**config.mk**
```make
export PLATFORM = sky130hd
export DESIGN_NAME = cordic_req_scheduler
export DESIGN_NICKNAME = d
export VERILOG_FILES = /design/src/rtl/cordic_req_scheduler.sv
export SDC_FILE = /design/constraint.sdc
export NUM_CORES = 1
export LEC_CHECK = 0
export BUFFER_PORTS_ARGS = -buffer_cell sky130_fd_sc_hd__buf_2
export CORE_MARGIN = 8
export CORE_UTILIZATION = 40
export DETAILED_ROUTE_END_ITERATION = 8
export MAX_ROUTING_LAYER = met4
export PLACE_DENSITY = 0.74
export SKIP_CTS_REPAIR_TIMING = 1
export SLEW_MARGIN = 20
export SYNTH_ARGS = -nofsm -noshare
export SYNTH_HDL_FRONTEND = slang
export SYNTH_SLANG_ARGS = --single-unit
```
**constraint.sdc**
```tcl
create_clock -name clk_i -period 2.5 [get_ports clk_i]
set_input_delay 0.125 -clock clk_i [delete_from_list [all_inputs] [get_ports clk_i]]
set_output_delay 0.125 -clock clk_i [all_outputs]
set_load 0.01 [all_outputs]
```
**src/rtl/cordic_req_scheduler.sv**
```systemverilog
// Round-robin front end for a shared fixed-latency CORDIC pipeline.
// Each admitted operand is tagged with its requester id, and the tag is shifted in step with the pipeline.
module cordic_req_scheduler #(
  parameter int unsigned NumReq  = 4,
  parameter int unsigned DataW   = 32,
  parameter int unsigned Latency = 16,
  parameter int unsigned IdW     = $clog2(NumReq),
  parameter int unsigned CntW    = $clog2(Latency + 2)
) (
  input  logic                    clk_i,
  input  logic                    rst_ni,
  input  logic [NumReq-1:0]       req_valid_i,
  input  logic [NumReq*DataW-1:0] req_data_i,
  output logic [NumReq-1:0]       req_ready_o,
  input  logic                    flush_i,
  output logic [DataW-1:0]        cordic_in_o,
  input  logic [DataW-1:0]        cordic_out_i,
  output logic                    rsp_valid_o,
  output logic [IdW-1:0]          rsp_id_o,
  output logic [DataW-1:0]        rsp_data_o,
  output logic                    busy_o,
  output logic [CntW-1:0]         inflight_o
);

  // One extra tag stage covers the cordic_in register in front of the pipeline.
  localparam int unsigned TagDepth = Latency + 1;

  logic [IdW-1:0]          rr_ptr_q, rr_ptr_d;
  logic [DataW-1:0]        cordic_in_q, cordic_in_d;
  logic [TagDepth-1:0]     tag_vld_q, tag_vld_d;
  logic [TagDepth*IdW-1:0] tag_id_q, tag_id_d;
  logic                    rsp_valid_q, rsp_valid_d;
  logic [IdW-1:0]          rsp_id_q, rsp_id_d;
  logic [DataW-1:0]        rsp_data_q, rsp_data_d;
  logic [CntW-1:0]         inflight_q, inflight_d;

  logic [NumReq-1:0] grant;
  logic [IdW-1:0]    grant_id;
  logic              found;
  logic              accept;
  logic              rsp_fire;

  function automatic logic [IdW-1:0] wrap_add(logic [IdW-1:0] a, int unsigned k);
    int unsigned s;
    s = 32'(a) + k;
    if (s >= NumReq) s = s - NumReq;
    return IdW'(s);
  endfunction

  always_comb begin
    grant    = '0;
    grant_id = '0;
    found    = 1'b0;
    for (int unsigned k = 0; k < NumReq; k++) begin
      if (!found && req_valid_i[wrap_add(rr_ptr_q, k)]) begin
        found    = 1'b1;
        grant_id = wrap_add(rr_ptr_q, k);
      end
    end
    if (found && !flush_i && rst_ni) grant[grant_id] = 1'b1;
  end

  assign accept   = |grant;
  assign rsp_fire = tag_vld_q[TagDepth-1] & ~flush_i;

  always_comb begin
    rr_ptr_d    = rr_ptr_q;
    cordic_in_d = cordic_in_q;
    if (accept) begin
      rr_ptr_d    = wrap_add(grant_id, 1);
      cordic_in_d = req_data_i[32'(grant_id)*DataW +: DataW];
    end
  end

  always_comb begin
    tag_vld_d = {tag_vld_q[TagDepth-2:0], accept};
    tag_id_d  = {tag_id_q[(TagDepth-1)*IdW-1:0], accept ? grant_id : {IdW{1'b0}}};
    if (flush_i) tag_vld_d = '0;
  end

  always_comb begin
    rsp_valid_d = rsp_fire;
    rsp_id_d    = tag_id_q[TagDepth*IdW-1 -: IdW];
    rsp_data_d  = rsp_fire ? cordic_out_i : rsp_data_q;
  end

  always_comb begin
    inflight_d = inflight_q;
    unique case ({accept, rsp_fire})
      2'b10:   inflight_d = inflight_q + CntW'(1);
      2'b01:   inflight_d = inflight_q - CntW'(1);
      default: inflight_d = inflight_q;
    endcase
    if (flush_i) inflight_d = '0;
  end

  always_ff @(posedge clk_i or negedge rst_ni) begin
    if (!rst_ni) begin
      rr_ptr_q    <= '0;
      cordic_in_q <= '0;
      tag_vld_q   <= '0;
      tag_id_q    <= '0;
      rsp_valid_q <= 1'b0;
      rsp_id_q    <= '0;
      rsp_data_q  <= '0;
      inflight_q  <= '0;
    end else begin
      rr_ptr_q    <= rr_ptr_d;
      cordic_in_q <= cordic_in_d;
      tag_vld_q   <= tag_vld_d;
      tag_id_q    <= tag_id_d;
      rsp_valid_q <= rsp_valid_d;
      rsp_id_q    <= rsp_id_d;
      rsp_data_q  <= rsp_data_d;
      inflight_q  <= inflight_d;
    end
  end

  assign req_ready_o = grant;
  assign cordic_in_o = cordic_in_q;
  assign rsp_valid_o = rsp_valid_q;
  assign rsp_id_o    = rsp_id_q;
  assign rsp_data_o  = rsp_data_q;
  assign inflight_o  = inflight_q;
  assign busy_o      = inflight_q != '0;

endmodule

```
==> run summary <==
outcome: completed
P&R area growth vs syn: 46.7%
skew final: 0.0129 ns
number of buffers created by CTS: 17
post-synth net total: 576
CP Buf/Inv Count: 1
power per cell area: 808 nW/um^2
Clock Power Share: 43.6%
die area: 16500 sq um
TritonRoute pass-1 iters: 5
antenna violations before repair: 0
setup violators final: 0
cell count after synthesis: 405
DRC Markers: 0
global-route wire length before repair: 22900 um
Fillers: 973
CTS Sinks: 125
R2R Path Start: tag_vld_q[16]
Synth Cell Area: 5060 sq um
most common cell after layout, fill and taps aside: buf_2
Post-Syn Area per Cell: 12.5 sq um
Post-DP HPWL: 11000 um
HP Class: primary input to flip-flop
Starting Density: 40.6%
Hold Vio Cnt, Final: 0
ordered list of cells on the worst path: nand2b_1, a21oi_1, a221oi_1, nand2_1, nor2_1, buf_2
Slew @ Worst Pin: 1.01 ns
Crit Path Max Fanout: 7
WL/cell: 17.9 um
worst ir drop on vdd: 0.448 mV
Synth cell types: 38
insertion delay to the later sink of the worst-skew pair: 0.41 ns
Final min period: 2.38 ns
final period utilization: 95.2%
clock-pin slew on the worst setup and hold paths: 0.06 ns
Pins Over Slew Limit: 0
P_sw: 1.62 mW
Net Sw Frac: 27.0%
Core ar.: 12500 sq um
Worst Hold Launch: req_data_i[55]
Worst Setup End Kind: output port
die height: 128 um
Vias/cell: 5.11
Max-Slew Margin vs Limit: 33.0%
IO buf count: 243
share of cells above drive strength 1: 48.6%
largest net degree at the start of global routing: 95
WS Path Type: flip-flop to output port
CTS tree: built
fmax: 420 MHz
GRT overflow: 0
first-iteration detailed-routing DRC count: 321
GPL Wtd Cong: 0.908
most frequent cells in the layout: 242 x buf_2, 124 x dfrtp_1, 70 x a21oi_1, 34 x dlygate4sd3_1
post-layout util: 59.5%
slowest CP cell: a221oi_1
diodes inserted: 0
yosys warns: 0
Tot GR Track Use: 18.2%
critical path's top delay family: simple AND/OR/NAND/NOR gates
vias in the first global route: 4652
cell-internal power: 4.37 mW
power share of the combinational group: 17.1%
Vias: 4433
#FFs+latches synth: 125
# rows: 41
WP data required: 2.38 ns
PnR Total Power: 5.99 mW
Max Root-Sink Buffers: 2
IO Count: 244
Flop pwr share: 39.4%
startpoint types: flip-flop
root buffer cell: clkbuf_16
H-tree Lvls: 4
Worst Path Arrival: 2.25 ns
leakage: 3.85 nW
post-synthesis sequential area ratio: 61.8%
setup tns final: 0 ns
max-cap violations: 0
floorplan die width: 128 um
crit-path max cell delay: 0.48 ns
Antenna Nets Post-Route: 0
Setup crit start: rr_ptr_q[0]
RSZ-0062 raised after global routing: true
WL final: 15500 um
Final nets: 854
==> cell families (layout without fill, tap and decap cells) <==
logic type | Yosys count | count (layout) | synth area share, %
flops | 125 | 125 | 61.8
compound gates | 118 | 118 | 15.5
simple gates | 81 | 81 | 9.25
buf+inv | 38 | 329 | 3.88
mux | 35 | 35 | 7.74
fa+ha+maj | 4 | 4 | 1.14
xor+xnor | 4 | 4 | 0.692
==> per-layer routing <==
| metal | part of all wire (%) | vias up | global-route usage (%) |
|---|---|---|---|
| met5 | 0 | - | - |
| met4 | 2.0 | 0 | 8.04 |
| met3 | 8.1 | 21 | 5.67 |
| met2 | 49 | 251 | 28.7 |
| met1 | 41 | 2121 | 21.0 |
| li1 | - | 2040 | - |
==> layout make-up <==
cell class | instances | area, sq um | area share [%]
sequential | 125 | 3130 | 42.2
multi-input combinational | 242 | 1750 | 23.6
clock buffer | 17 | 425 | 5.73
tap | 172 | 215 | 2.90
timing repair buffer | 288 | 1650 | 22.2
clock inverter | 15 | 211 | 2.85
inverter | 9 | 36.3 | 0.489
==> worst paths after layout <==
path                                   end  slack, ns  depth (start not counted)
min reg2reg                   tag_id_q[17]       0.34                          0
min in group asynchronous    inflight_o[4]       0.37                          3
max reg2reg                  inflight_o[4]       0.28                          9
max                         req_ready_o[3]       0.12                          6
max in group asynchronous      rr_ptr_q[1]       0.97                          4
min                        cordic_in_o[23]       0.01                          3
==> metrics by stage <==
stage | instance area, sq um | worst slack (ns) | hold WS, ns | std cells
2_1_floorplan | 5060 | 0.0912 | -0.171 | 405
3_3_place_gp | 6430 | 0.0615 | 0.203 | 802
3_5_place_dp | 6430 | -0.0332 | 0.216 | 802
4_1_cts | 7060 | -0.0741 | -0.225 | 834
5_1_grt | 7420 | -0.115 | 0.00512 | 868
6_report | 7420 | 0.121 | 0.0130 | 868
==> worst reg2reg max path: cells and delay by family (launching register included) <==
family	cells	cell delay (ns)
adders and majority gates	1	0.32
buffers and inverters	1	0.09
AOI/OAI and AO/OA	3	0.52
and+or+nand+nor	3	0.42
DFF	1	0.41
muxes	1	0.35
==> state kept, by name (all words and copies together), names as in the netlist <==
register     flops
rr_ptr_q         2
rsp_valid_o      1
rsp_id_o         2
cordic_in_o     32
tag_id_q        34
tag_vld_q       17
inflight_o       5
rsp_data_o      32
==> cell usage after synthesis <==
master | n | share of area (%)
dfrtp_1 | 125 | 62
a21o_1 | 2 | 0.30
buf_6 | 1 | 0.22
a221oi_1 | 2 | 0.35
clkbuf_1 | 17 | 1.3
nor2_4 | 9 | 2.0
xnor2_1 | 4 | 0.69
o22ai_1 | 1 | 0.12
nand2_4 | 1 | 0.22
a222oi_1 | 32 | 6.3
inv_1 | 8 | 0.59
nor2b_1 | 20 | 2.5
and3_1 | 2 | 0.25
nor4_1 | 1 | 0.12
o21ai_0 | 4 | 0.40
ha_1 | 3 | 0.74
or4_4 | 1 | 0.22
buf_4 | 3 | 0.45
nor2_2 | 1 | 0.12
buf_8 | 1 | 0.30
a31oi_1 | 2 | 0.25
fa_1 | 1 | 0.40
buf_12 | 1 | 0.40
a21oi_1 | 70 | 6.9
buf_2 | 4 | 0.40
mux2_2 | 33 | 7.3
buf_1 | 2 | 0.15
o211a_1 | 1 | 0.20
o21a_1 | 1 | 0.15
or2_4 | 1 | 0.17
inv_4 | 1 | 0.12
nand2b_1 | 4 | 0.49
and2_1 | 2 | 0.25
mux2i_1 | 2 | 0.40
nand2_1 | 5 | 0.37
nor3_1 | 1 | 0.099
a211oi_1 | 3 | 0.45
nor2_1 | 33 | 2.4
==> power groups by stage <==
stage | clock network (mW) | logic, mW | registers (mW)
finish | 2.61 | 1.02 | 2.36
global route | 2.77 | 1.12 | 2.38
CTS | 2.68 | 0.979 | 2.36
detailed placement | 0 | 0.979 | 2.38
global placement | 0 | 0.955 | 2.38
floorplan | 0 | 0.476 | 2.42
Power figures use the tool's default switching activity.
